[src/rtl/count_display_if.sv]
`default_nettype none
// +--------------------------------------------------------------------------+
// | Interface : count_display_if                                             |
// | Purpose   : Load/result handshake between the event counter and the      |
// |             count_display block.                                         |
// |   count_in  binary value offered for display (counter -> display)        |
// |   load      1-cycle request to sample count_in (counter -> display)      |
// |   busy      conversion in progress, load ignored (display -> counter)    |
// |   done      1-cycle pulse, bcd updated this cycle (display -> counter)    |
// |   bcd       converted value {hundreds,tens,ones} (display -> counter)     |
// | Revision  : 1.0  initial release                                         |
// +--------------------------------------------------------------------------+
interface count_display_if #(
  parameter int WIDTH  = 9,
  parameter int DIGITS = 3
);
  logic [WIDTH-1:0]    count_in;
  logic                load;
  logic                busy;
  logic                done;
  logic [4*DIGITS-1:0] bcd;

  // Counter side
  modport master (
    output count_in,
    output load,
    input  busy,
    input  done,
    input  bcd
  );

  // Display side
  modport slave (
    input  count_in,
    input  load,
    output busy,
    output done,
    output bcd
  );
endinterface
`default_nettype wire

[src/rtl/count_display.sv]
`default_nettype none
// +--------------------------------------------------------------------------+
// | Module    : count_display                                                |
// | Purpose   : Samples a binary event count on a load pulse, converts it to |
// |             BCD with a sequential shift-add-3 engine, and scans the      |
// |             digits onto a multiplexed 7-segment display with leading-    |
// |             zero blanking.                                               |
// | Ports     :                                                              |
// |   clk       system clock, all state on posedge                           |
// |   rst       asynchronous reset, active-low                               |
// |   bus       count_in/load in, busy/done/bcd out (count_display_if.slave) |
// |   an        digit enables, active-high, one-hot or all-0 (an[0] = ones)  |
// |   seg       segments {dp,g,f,e,d,c,b,a}, active-high, dp always 0       |
// | Revision  : 1.0  initial release                                         |
// +--------------------------------------------------------------------------+
module count_display #(
  parameter int WIDTH    = 9,
  parameter int DIGITS   = 3,
  parameter int SCAN_DIV = 100_000
) (
  input  wire               clk,
  input  wire               rst,
  count_display_if.slave    bus,
  output logic [DIGITS-1:0] an,
  output logic [7:0]        seg
);

  localparam int c_BCD_W  = 4 * DIGITS;
  localparam int c_ITER_W = $clog2(WIDTH + 1);
  localparam int c_SCAN_W = (SCAN_DIV > 1) ? $clog2(SCAN_DIV) : 1;
  localparam int c_DIG_W  = (DIGITS > 1) ? $clog2(DIGITS) : 1;

  localparam logic [c_ITER_W-1:0] c_LAST_ITER = c_ITER_W'(WIDTH - 1);
  localparam logic [c_SCAN_W-1:0] c_SCAN_LAST = c_SCAN_W'(SCAN_DIV - 1);
  localparam logic [c_DIG_W-1:0]  c_DIG_LAST  = c_DIG_W'(DIGITS - 1);

  typedef enum logic [0:0] {
    S_IDLE = 1'b0,
    S_CONV = 1'b1
  } state_t;

  // ---------------------------------------------------------------------------
  // Conversion state
  // ---------------------------------------------------------------------------
  state_t                r_state;
  logic [WIDTH-1:0]      r_bin;
  logic [c_BCD_W-1:0]    r_scratch;
  logic [c_ITER_W-1:0]   r_iter;
  logic [c_BCD_W-1:0]    r_bcd;
  logic                  r_busy;
  logic                  r_done;

  state_t                w_state_nxt;
  logic [WIDTH-1:0]      w_bin_nxt;
  logic [c_BCD_W-1:0]    w_scratch_nxt;
  logic [c_ITER_W-1:0]   w_iter_nxt;
  logic [c_BCD_W-1:0]    w_bcd_nxt;
  logic                  w_done_nxt;

  logic [c_BCD_W-1:0]       w_scratch_adj;
  logic [c_BCD_W+WIDTH-1:0] w_shifted;

  // Add 3 to every nibble that is 5 or more, so the following left shift
  // carries correctly into the next decimal digit.
  for (genvar gi = 0; gi < DIGITS; gi++) begin : g_adj
    assign w_scratch_adj[4*gi +: 4] = (r_scratch[4*gi +: 4] >= 4'd5)
                                    ? r_scratch[4*gi +: 4] + 4'd3
                                    : r_scratch[4*gi +: 4];
  end

  assign w_shifted = {w_scratch_adj, r_bin} << 1;

  always_ff @(posedge clk or negedge rst) begin
    if (!rst) begin
      r_state   <= S_IDLE;
      r_bin     <= '0;
      r_scratch <= '0;
      r_iter    <= '0;
      r_bcd     <= '0;
      r_busy    <= 1'b0;
      r_done    <= 1'b0;
    end else begin
      r_state   <= w_state_nxt;
      r_bin     <= w_bin_nxt;
      r_scratch <= w_scratch_nxt;
      r_iter    <= w_iter_nxt;
      r_bcd     <= w_bcd_nxt;
      r_busy    <= (w_state_nxt == S_CONV);
      r_done    <= w_done_nxt;
    end
  end

  always_comb begin
    w_state_nxt   = r_state;
    w_bin_nxt     = r_bin;
    w_scratch_nxt = r_scratch;
    w_iter_nxt    = r_iter;
    w_bcd_nxt     = r_bcd;
    w_done_nxt    = 1'b0;

    unique case (r_state)
      S_IDLE: begin
        // A load in the done cycle lands here too, since the FSM is
        // already back in IDLE by then.
        if (bus.load) begin
          w_bin_nxt     = bus.count_in;
          w_scratch_nxt = '0;
          w_iter_nxt    = '0;
          w_state_nxt   = S_CONV;
        end
      end
      S_CONV: begin
        w_bin_nxt     = w_shifted[WIDTH-1:0];
        w_scratch_nxt = w_shifted[c_BCD_W+WIDTH-1 -: c_BCD_W];
        w_iter_nxt    = r_iter + c_ITER_W'(1);
        // The last shift publishes the finished digits in one step, so bcd
        // never exposes an intermediate value.
        if (r_iter == c_LAST_ITER) begin
          w_bcd_nxt   = w_shifted[c_BCD_W+WIDTH-1 -: c_BCD_W];
          w_done_nxt  = 1'b1;
          w_state_nxt = S_IDLE;
        end
      end
      default: begin
        w_state_nxt = S_IDLE;
      end
    endcase
  end

  assign bus.busy = r_busy;
  assign bus.done = r_done;
  assign bus.bcd  = r_bcd;

  // ---------------------------------------------------------------------------
  // Display scan
  // ---------------------------------------------------------------------------
  logic [c_SCAN_W-1:0] r_scan_cnt;
  logic [c_DIG_W-1:0]  r_digit;
  logic [DIGITS-1:0]   r_an;
  logic [7:0]          r_seg;

  logic [3:0]          w_nib;
  logic [DIGITS-1:0]   w_an_cur;
  logic                w_upper_zero;
  logic                w_blank;
  logic [7:0]          w_seg_dec;

  // Walk from the most significant digit down, tracking whether every digit
  // seen so far is zero; the selected digit is blanked when it and all
  // digits above it are zero. The ones digit is always shown.
  always_comb begin
    w_nib        = 4'd0;
    w_an_cur     = '0;
    w_upper_zero = 1'b1;
    w_blank      = 1'b0;
    for (int d = DIGITS - 1; d >= 0; d--) begin
      w_upper_zero = w_upper_zero && (r_bcd[4*d +: 4] == 4'd0);
      if (r_digit == c_DIG_W'(d)) begin
        w_nib       = r_bcd[4*d +: 4];
        w_an_cur[d] = 1'b1;
        w_blank     = (d != 0) && w_upper_zero;
      end
    end
  end

  always_comb begin
    w_seg_dec = 8'h00;
    case (w_nib)
      4'd0:    w_seg_dec = 8'h3F;
      4'd1:    w_seg_dec = 8'h06;
      4'd2:    w_seg_dec = 8'h5B;
      4'd3:    w_seg_dec = 8'h4F;
      4'd4:    w_seg_dec = 8'h66;
      4'd5:    w_seg_dec = 8'h6D;
      4'd6:    w_seg_dec = 8'h7D;
      4'd7:    w_seg_dec = 8'h07;
      4'd8:    w_seg_dec = 8'h7F;
      4'd9:    w_seg_dec = 8'h6F;
      default: w_seg_dec = 8'h00;
    endcase
  end

  // The scan phase runs freely and is only cleared by reset, so a new bcd
  // simply shows up in whichever slot is current.
  always_ff @(posedge clk or negedge rst) begin
    if (!rst) begin
      r_scan_cnt <= '0;
      r_digit    <= '0;
      r_an       <= '0;
      r_seg      <= 8'h00;
    end else begin
      if (r_scan_cnt == c_SCAN_LAST) begin
        r_scan_cnt <= '0;
        r_digit    <= (r_digit == c_DIG_LAST) ? '0 : r_digit + c_DIG_W'(1);
      end else begin
        r_scan_cnt <= r_scan_cnt + c_SCAN_W'(1);
      end
      r_an  <= w_blank ? '0 : w_an_cur;
      r_seg <= w_blank ? 8'h00 : w_seg_dec;
    end
  end

  assign an  = r_an;
  assign seg = r_seg;

endmodule
`default_nettype wire

[src/flat_wrapper.sv]
// flat-port wrapper written by rule: the top's interface ports become plain ports
module count_display_flat 
#(
  parameter int WIDTH    = 9,
  parameter int DIGITS   = 3,
  parameter int SCAN_DIV = 100_000
)
  (clk, rst, an, seg, bus_count_in, bus_load, bus_busy, bus_done, bus_bcd);
  count_display_if #(.WIDTH(WIDTH), .DIGITS(DIGITS)) bus_i ();
  input  wire clk;
  input  wire rst;
  output logic [DIGITS-1:0] an;
  output logic [7:0] seg;
  input wire logic [$bits(bus_i.count_in)-1:0] bus_count_in;
  input wire logic [$bits(bus_i.load)-1:0] bus_load;
  output wire logic [$bits(bus_i.busy)-1:0] bus_busy;
  output wire logic [$bits(bus_i.done)-1:0] bus_done;
  output wire logic [$bits(bus_i.bcd)-1:0] bus_bcd;
  assign bus_i.count_in = bus_count_in;
  assign bus_i.load = bus_load;
  assign bus_busy = bus_i.busy;
  assign bus_done = bus_i.done;
  assign bus_bcd = bus_i.bcd;
  count_display #(.WIDTH(WIDTH), .DIGITS(DIGITS), .SCAN_DIV(SCAN_DIV)) u_core (.clk(clk), .rst(rst), .bus(bus_i), .an(an), .seg(seg));
endmodule
[config.mk]
export PLATFORM = sky130hd
export DESIGN_NAME = count_display_flat
export DESIGN_NICKNAME = d
export VERILOG_FILES = /design/src/rtl/count_display_if.sv /design/src/rtl/count_display.sv /design/src/flat_wrapper.sv
export SDC_FILE = /design/constraint.sdc
export NUM_CORES = 1
export LEC_CHECK = 0
export CAP_MARGIN = 25
export CORE_MARGIN = 3
export CORE_UTILIZATION = 54
export CTS_CLUSTER_SIZE = 8
export DETAILED_ROUTE_END_ITERATION = 12
export GPL_TIMING_DRIVEN = 0
export PLACE_DENSITY = 0.83
export RECOVER_POWER = 50
export SETUP_SLACK_MARGIN = 0.2
export SYNTH_ARGS = -nofsm -noshare
export SYNTH_HDL_FRONTEND = slang
export SYNTH_SLANG_ARGS = --single-unit
[constraint.sdc]
create_clock -name clk -period 2.62 [get_ports clk]
set_input_delay 0.524 -clock clk [delete_from_list [all_inputs] [get_ports clk]]
set_output_delay 0.524 -clock clk [all_outputs]
set_load 0.005 [all_outputs]
## After elaboration in Yosys (flattened, before gate mapping)

Memory sizes are Yosys's and may differ from the RTL's.
Index checks and enable logic that the tools add are counted.

| operators by class | value |
|---|---|
| reduce and logical (&&, ||, !) cells | 5 |
| bitwise gates (word level) | 1 |
| multiplexer cells | 27 |
| $add $sub $neg | 6 |
| order comparisons | 3 |
| eq/ne operators | 5 |

Operators by type and width:

| operator | count |
|---|---|
| $mux 4 | 6 |
| $pmux 12 s2 | 1 |
| $pmux 9 s2 | 1 |
| $add 17x1->17 const B | 1 |
| $eq 17x17->1 const B | 1 |
| $mux 17 | 1 |
| $ge 4x3->1 const B | 3 |
| $mux 12 | 1 |
| $mux 1 | 10 |
| $mux 9 | 1 |
| $add 4x2->4 const B | 2 |
| $logic_not 4->1 | 2 |
| $mux 8 | 1 |
| $pmux 4 s2 | 1 |
| $mux 3 | 2 |
| $add 4x1->4 const B | 1 |
| $eq 4x4->1 const B | 1 |
| $add 3x2->3 const B | 1 |
| $add 2x1->2 const B | 1 |
| $eq 2x1->1 const B | 1 |
| $eq 2x2->1 const B | 1 |
| $logic_not 2->1 | 1 |
| $mux 2 | 1 |
| $ne 2x2->1 const B | 1 |
| 4 further kinds | 4 |

| word-level totals | value |
|---|---|
| input port bits | 12 |
| bits in read-only memories | 112 |
| output and inout port bits | 25 |
| logic and storage cells | 58 |
| memories kept | 1 |
| flip-flop bits (word level) | 69 |

Memories:

| memory | words | bits a word | read ports | clocked after memory_dff | write ports | RTL line | text |
|---|---|---|---|---|---|---|---|
| (no name shown) | 16 | 7 | 1 | 0 | 0 | count_display.sv:168 | `case (w_nib)` |

## Depth between registers and ports, before layout

Gate-level depths: netlist of the first run.
An unclocked memory read counts as a cell.

| logic depth | value |
|---|---|
| word-level depth | 6 |
| depth in mapped cells | 9 |

## Least setup slack after synthesis of the first run

OpenSTA, ideal clock, no wires.

| path | value |
|---|---|
| path kind | register to register |
| start | register u_core.r_digit[1] |
| end | register u_core.r_seg[3] (netlist: u_core.seg[3]) |
| setup time | 94 ps |
| setup slack | 701 ps |
| required time | 2526 ps |
| arrival time | 1825 ps |
| buffers on the path | 2 |
| cell stages (with the launch flop) | 9 |
| cell sequence | dfrtp_1 > buf_6 > nor2b_4 > buf_6 > a2bb2oi_2 > inv_1 > ha_1 > mux2_4 > a211oi_1 |

| between the ends | value |
|---|---|
| cells in the longest elaborated chain, start to end | 6 |

Ends and longest elaborated chain:

| what | RTL line | text |
|---|---|---|
| start: declaration | count_display.sv:138 | `logic [c_DIG_W-1:0] r_digit;` |
| start signal: assignment | count_display.sv:194 | `r_digit <= (r_digit == c_DIG_LAST) ? '0 : r_digit + c_DIG_W'(1);` |
| $eq 2x2->1 | count_display.sv:158 | `if (r_digit == c_DIG_W'(d)) begin` |
| $mux 4 (3 in series) | count_display.sv:158 |  |
| $mem_v2 16x7 | - |  |
| $mux 8 (*) | count_display.sv:199 | `r_seg <= w_blank ? 8'h00 : w_seg_dec;` |
| end signal: assignment | count_display.sv:199 |  |
| end: declaration | count_display.sv:140 | `logic [7:0] r_seg;` |

Every way passes the cells marked *; elsewhere a longest branch is shown, timed or not.
A chain may end at the register's enable or synchronous reset.

## Worst setup path after layout of the first run

| path | value |
|---|---|
| start | register u_core.r_digit[1] |
| end | register u_core.r_seg[0] (netlist: u_core.seg[0]) |

The elaborated chain is that of the path after synthesis.

==> results.py, run 1 <==
metrics = {
    "worst_setup_path": {
        "r2r_start": "u_core.r_digit[1]",
        "path_max_fanout": 8,
        "worstPathRequired_ns": 2.86,
        "rr_endpoint": "u_core.seg[0]",
        "ff2ff_path_depth": 8,
        "reg2reg_slack_ns": 0.49,
        "crit_arrival_ns": 2.38,
        "end_kind": "flop",
        "start_kind": "flop",
        "worstSetupPathType": "flop to flop",
    },
    "clock_tree": {
        "cts-resized-gates": 0,
        "numCtsBuffers": 9,
        "cts_hold_buf": 0,
        "clk_latency_ns": 0.34,
        "clk_pin_slew_ns": 0.07,
        "cts_setup_buffers": 0,
        "cts-htree-levels": 3,
        "cts_num_sinks": 68,
        "cts_tree": "done",
        "cts-root-buf": "clkbuf_8",
        "ctsLongestPathBuffers": 2,
    },
    "final_layout": {
        "synthToLayoutAreaGrowth_pct": 18.89,
        "drive_above_1_share_pct": 10.93,
        "fill_cells": 452,
        "fin_util_pct": 67.44,
        "register_area_sq_mm": 0.001702,
        "fin_area_sq_mm": 0.004064,
        "multi_input_area_sq_mm": 0.001595,
        "diodes": 0,
        "nNetsFinal": 387,
        "fin_cells": 441,
    },
    "route": {
        "routed_via_density": 5.413,
        "ant_nets": 0,
        "drt_wl_total_microns": 6171,
        "first_pass_iters": 4,
        "drt-initial-drc-count": 121,
        "dr_total_vias": 2387,
        "routedWlPerCell_microns": 13.99,
        "drc": 0,
    },
    "hold_path": {
        "hp-start": "u_core.r_iter[3]",
        "whs_path_depth": 1,
        "hold_class": "flop to flop",
        "worstHoldEndpoint": "u_core.r_iter[3]",
    },
    "synthesis": {
        "ys_ff_latch": 68,
        "syn-cell-area_sq_mm": 0.003418,
        "synth_nets": 342,
        "avgSynthCellArea_sq_um": 10.82,
        "synth_warnings": 0,
        "synth.distinct_cells": 41,
        "synthCells": 316,
        "ys_seq_area_share_pct": 49.78,
    },
    "floorplanning": {
        "start_util_pct": 56.73,
        "die_h_microns": 85.56,
        "fp.dieW_microns": 85.56,
        "rows": 28,
        "die_area_sq_mm": 0.007321,
        "num_io_pins": 37,
        "core-area_sq_mm": 0.006026,
    },
    "timing": {
        "max_freq_mhz": 468.4,
        "fin_crit_ns": 2.135,
        "hold_violations": 0,
        "finalSetupViolCount": 0,
        "slew-limit-headroom_pct": -9.092,
        "fin_crit_sh_pct": 81.49,
        "rsz0062_at_grt": "false",
        "finClkSkew_ns": 0.004482,
        "worst_pin_slew_ns": 1.636,
        "drv_slew": 69,
        "fin_ws_ns": 0.4850,
    },
    "placed_design": {
        "post-place-ws_ns": 0.5004,
        "io_buffers": 34,
        "dp_cells": 425,
        "dpl.hpwl_microns": 4527,
        "globalplace.congestion": 0.8104,
        "placed_cell_area_sq_mm": 0.003850,
    },
    "power_and_ir_drop": {
        "p_leak_nw": 1.881,
        "peakVddDrop_mv": 0.6487,
        "power_mw": 4.193,
        "p_per_area_mw_per_mm2": 1032,
    },
    "global_routing": {
        "grt_pass1_wl_microns": 10760,
        "antenna_found_initial": 0,
        "grt_max_degree": 69,
        "grt.total_usage_pct": 18.71,
        "grt_pass1_vias": 2356,
        "overflow": 0,
    },
    "status": {
        "status": "finished, violations left",
        "failed_checks": "capacitance limit, slew limit",
    },
    "run": {
        "drv_cap": 1,
    },
}
==> through the flow <==
stage / hold slack [ns] / TNS [ns]
6_report: 0.4750 / 0
3_5_place_dp: 0.4666 / 0
5_1_grt: 0.5104 / 0
2_1_floorplan: 0.2284 / 0
3_3_place_gp: 0.4617 / -79.34
4_1_cts: 0.3066 / 0
==> worst max-delay path, cell delays in order (launching register included) <==
cell and delay, ns:
dfrtp_1 0.37, buf_6 0.14, nor2b_4 0.12, buf_6 0.13
a2bb2oi_1 0.39, inv_1 0.13, ha_1 0.24, mux2_4 0.26
a211oi_1 0.25
==> cell families (layout without fill, tap and decap cells) <==
| group | after synthesis | in the layout | share of synthesized area (%) |
|---|---|---|---|
| mux | 35 | 35 | 10.91 |
| flops | 68 | 68 | 49.78 |
| simple gates | 107 | 107 | 16.40 |
| other cells | 1 | 1 | 0.1097 |
| buf+inv | 25 | 75 | 3.551 |
| compound gates | 49 | 49 | 9.772 |
| xor+xnor | 17 | 17 | 4.356 |
| fa+ha+maj | 14 | 14 | 5.125 |
==> worst max-delay path by stage <==
stage,startpoint,end,cells past startpoint
2_1_floorplan,u_core.r_digit[1],u_core.seg[3],8
3_3_place_gp,rst,u_core.r_scratch[8],1
3_5_place_dp,u_core.r_digit[1],u_core.seg[0],8
4_1_cts,u_core.r_digit[1],u_core.seg[0],8
5_1_grt,u_core.r_digit[1],u_core.seg[0],8
6_report,u_core.r_digit[1],u_core.seg[0],8
==> layer usage <==
layer  global-route usage, %  wire [microns]  vias up
li1                        -               -     1185
met1                   22.35            2727     1155
met2                   31.78            3142       40
met3                   5.476             222        7
met4                   7.482              78        0
met5                       0               0        -
==> cell usage after synthesis, drive strengths merged <==
cell type / number / area share (%)
and3: 1 / 0.18
dfrtp: 68 / 50
or4: 1 / 0.22
clkbuf: 7 / 0.77
o31ai: 2 / 0.44
a211oi: 4 / 1.2
nor3: 5 / 0.73
xnor2: 13 / 3.3
nand2b: 11 / 2.0
o21ai: 26 / 3.8
nand4: 4 / 0.73
nand2: 35 / 3.8
mux2i: 26 / 7.7
nor2b: 6 / 1.3
conb: 1 / 0.11
a21oi: 12 / 1.9
and4b: 2 / 0.59
xor2: 4 / 1.0
and4: 3 / 0.77
a311oi: 1 / 0.26
nand3: 11 / 1.6
and2: 1 / 0.18
mux2: 9 / 3.2
buf: 5 / 1.4
nor2: 17 / 2.0
nor4: 1 / 0.18
nor3b: 8 / 1.8
ha: 14 / 5.1
nor4b: 1 / 0.26
inv: 13 / 1.4
a2bb2oi: 4 / 2.2
==> flip-flops by register name, summed over array words and instances (netlist names) <==
register / cells
u_core.an: 3
u_core.bus.bcd: 12
u_core.bus.done: 1
u_core.r_bin: 9
u_core.r_digit: 2
u_core.r_iter: 4
u_core.r_scan_cnt: 17
u_core.r_scratch: 12
u_core.r_state: 1
u_core.seg: 7
==> layout make-up <==
class | count | share of cell area [%]
Multi-Input combinational cell | 223 | 39.25
Timing Repair Buffer | 34 | 8.251
Buffer | 12 | 1.786
Inverter | 13 | 1.201
Clock buffer | 11 | 3.479
Clock inverter | 5 | 1.847
Sequential cell | 68 | 41.87
Tap cell | 75 | 2.309
==> where the power goes <==
group / switching [mW] / internal [mW] / leakage, nW
clock network: 0.375 / 0.557 / 0.113
logic: 0.795 / 0.844 / 0.908
registers: 0.266 / 1.36 / 0.860
total: 1.44 / 2.76 / 1.88
==> placed cells by master (no fill, tap or decap), types with 2 or more instances in the layout <==
cell              n
nor3b_1           8
nand2_1          35
nand3_1          11
a211oi_2          2
nor3_1            5
clkbuf_8         10
a2bb2oi_4         2
bufinv_16         2
ha_1             14
inv_1            13
nand4_1           4
and4b_1           2
nor2_1           15
buf_6             3
mux2_4            2
clkdlybuf4s50_1  33
o21ai_0          26
a21oi_1          11
mux2i_1          25
xor2_1            4
mux2_2            7
clkinv_2          3
a211oi_1          2
and4_1            3
nand2b_1         11
o31ai_1           2
dfrtp_1          68
clkbuf_1          8
xnor2_1          13
nor2b_1           5
nor2_2            2
No activity file was read; power rests on OpenSTA's default activity.
==> inputs of run 2 (changes only) <==
- CORE_UTILIZATION: 54 -> 51
- PLACE_DENSITY: 0.83 -> 0.82
- clock period: 2.62 -> 1.8 ns (I/O delays scaled with it)
==> run 2 against run 1 <==
Against the previous run:
- the flow still finishes with violations (capacitance limit, slew limit)
- fmax grew 19%
- global-route usage increased by 1.6 points
- combinational power increased by 90%
- clock-buffer cell count grew 2
- setup slack got worse by 0.48 ns
- via count increased by 8.4%
- non-clock buffer count is 26 higher
- clock power grew 44%
- critical endpoint is now u_core.seg[6]
- highest routed layer unchanged
==> results.py, run 2 (synthesized netlist as in run 1, its figures left out) <==
metrics = {
    "worst_setup_path": {
        "path_max_fanout": 8,
        "slowest_stage": "dfrtp_1",
        "worstSetupPathType": "flop to flop",
        "path_cells": "buf_6 -> mux2i_4 -> a2bb2oi_4 -> inv_2 -> ha_4 -> mux2_2 -> mux2i_1",
        "worstPathRequired_ns": 2.07,
        "critical-path-max-stage-delay_ns": 0.34,
        "end_kind": "flop",
        "r2r_start": "u_core.r_digit[0]",
        "ff2ff_path_depth": 7,
        "start_kind": "flop",
        "rr_endpoint": "u_core.seg[6]",
        "reg2reg_slack_ns": 0.005,
        "crit_arrival_ns": 2.06,
    },
    "timing": {
        "max_freq_mhz": 557.3,
        "worst_pin_slew_ns": 1.648,
        "fin_crit_sh_pct": 99.69,
        "hold_violations": 0,
        "fin_crit_ns": 1.795,
        "rsz0062_at_grt": "true",
        "final.setup.tns_ns": 0,
        "slew-limit-headroom_pct": -9.854,
        "drv_slew": 69,
        "fin_ws_ns": 0.005490,
        "finClkSkew_ns": 0.01180,
        "finalSetupViolCount": 0,
    },
    "placed_design": {
        "post-place-ws_ns": -0.02238,
        "globalplace.congestion": 0.7803,
        "io_buffers": 34,
        "placed_cell_area_sq_mm": 0.003936,
        "dpl.hpwl_microns": 4628,
    },
    "clock_tree": {
        "numCtsBuffers": 9,
        "ctsLongestPathBuffers": 2,
        "clk_pin_slew_ns": 0.08,
        "cts_tree": "done",
        "cts-root-buf": "clkbuf_8",
        "cts_num_sinks": 68,
        "clk_latency_ns": 0.35,
        "cts-htree-levels": 3,
    },
    "route": {
        "highest_layer": "met4",
        "ant_nets": 0,
        "drc": 0,
        "met3_wirelength_microns": 270,
        "wl_met2_microns": 3970,
        "dr_total_vias": 2588,
        "first_pass_iters": 4,
        "drt-initial-drc-count": 84,
        "drt_wl_total_microns": 7471,
        "routedWlPerCell_microns": 15.93,
        "routed_via_density": 5.518,
        "wl_met1_microns": 3129,
    },
    "power_and_ir_drop": {
        "power_mw": 6.824,
        "p_per_area_mw_per_mm2": 1522,
        "p_leak_nw": 2.086,
        "peakVddDrop_mv": 1.123,
    },
    "run": {
        "drv_cap": 1,
    },
    "hold_path": {
        "hold_class": "primary input to async pin",
    },
    "final_layout": {
        "fill_cells": 450,
        "drive_above_1_share_pct": 25.26,
        "layout_common_cells": "66 x dfrtp_1, 34 x nand2_1, 26 x buf_4",
        "nNetsFinal": 413,
        "synthToLayoutAreaGrowth_pct": 31.15,
        "fin_area_sq_mm": 0.004483,
        "diodes": 0,
        "mostFrequentLayoutCell": "dfrtp_1",
        "regMostFlops": "u_core.r_scan_cnt",
        "largest_register_ffs": 17,
    },
    "global_routing": {
        "grt_max_degree": 69,
        "grt_pass1_wl_microns": 12050,
        "grt.total_usage_pct": 20.27,
        "antenna_found_initial": 0,
        "grt_pass1_vias": 2623,
        "overflow": 0,
    },
    "status": {
        "failed_checks": "capacitance limit, slew limit",
        "status": "finished, violations left",
    },
    "floorplanning": {
        "core-area_sq_mm": 0.006422,
        "start_util_pct": 53.22,
        "fp.dieW_microns": 87.87,
        "die_area_sq_mm": 0.007721,
        "die_h_microns": 87.87,
        "rows": 29,
        "num_io_pins": 37,
    },
}
-- run 2: cell types whose count changed in the layout (fill, tap and decap cells not counted), sizes merged --
| cell | before | now |
|---|---|---|
| dlygate4sd2 | 0 | 10 |
| dlymetal6s2s | 0 | 1 |
| buf | 5 | 31 |
| clkdlybuf4s50 | 33 | 19 |
| clkbuf | 19 | 21 |
| bufinv | 2 | 1 |
| clkinv | 3 | 2 |
| clkdlybuf4s25 | 0 | 3 |
-- run 2: cell type report --
| cell class | count | area (sq um) | area share (%) |
|---|---|---|---|
| multi-input combinational | 223 | 1828 | 40.78 |
| clock inverter | 3 | 43.79 | 0.9768 |
| timing repair buffer | 60 | 516.7 | 11.53 |
| sequential | 68 | 1704 | 38.01 |
| buffer | 12 | 76.32 | 1.702 |
| inverter | 13 | 48.80 | 1.088 |
| tap | 77 | 96.34 | 2.149 |
| clock buffer | 13 | 168.9 | 3.768 |
-- run 2: through the flow --
stage	cells	hold WS (ns)	utilization, %
after floorplan	316	0.06441	-
after global placement	427	0.4619	61.33
after detailed placement	427	0.4755	61.29
after CTS	462	0.1404	67.60
after global routing	469	0.5044	69.80
final	469	0.4293	69.80
-- run 2: power breakdown --
group	internal, mW	switching [mW]	total [mW]	leakage [nW]
clock	0.755	0.585	1.34	0.110
sequential	1.97	0.386	2.36	0.857
combinational	1.63	1.50	3.12	1.12
-- run 2: critical path, delay by kind of cell (launching register included) --
family	cells	cell delay, ns
compound gates	1	0.25
fa+ha+maj	1	0.17
buf+inv	2	0.26
flops	1	0.34
mux	3	0.69
-- run 2: timing repair --
item,CTS,global route
buffers inserted,19,7
gates resized for setup,24,35
hold buffers,0,0
pin swaps,7,8
setup endpoints to repair,29,55
-- run 2: worst max-delay path by stage --
stage	start	endpoint	slack, ns	cells past startpoint
after floorplan	u_core.r_digit[1]	u_core.seg[3]	0.07	8
after global placement	rst	u_core.r_scratch[9]	-1.83	1
after detailed placement	u_core.r_digit[0]	u_core.seg[3]	-0.02	7
after CTS	u_core.r_digit[0]	u_core.seg[3]	0.04	6
after global routing	u_core.r_digit[0]	u_core.seg[3]	-0.09	7
final	u_core.r_digit[0]	u_core.seg[6]	0.005	7
-- run 2: metal layers --
metal  global-route usage, %  vias to the layer above
li1                        -                     1234
met1                   23.65                     1302
met2                   36.10                       43
met3                   6.209                        9
met4                   5.439                        0
met5                       0                        -
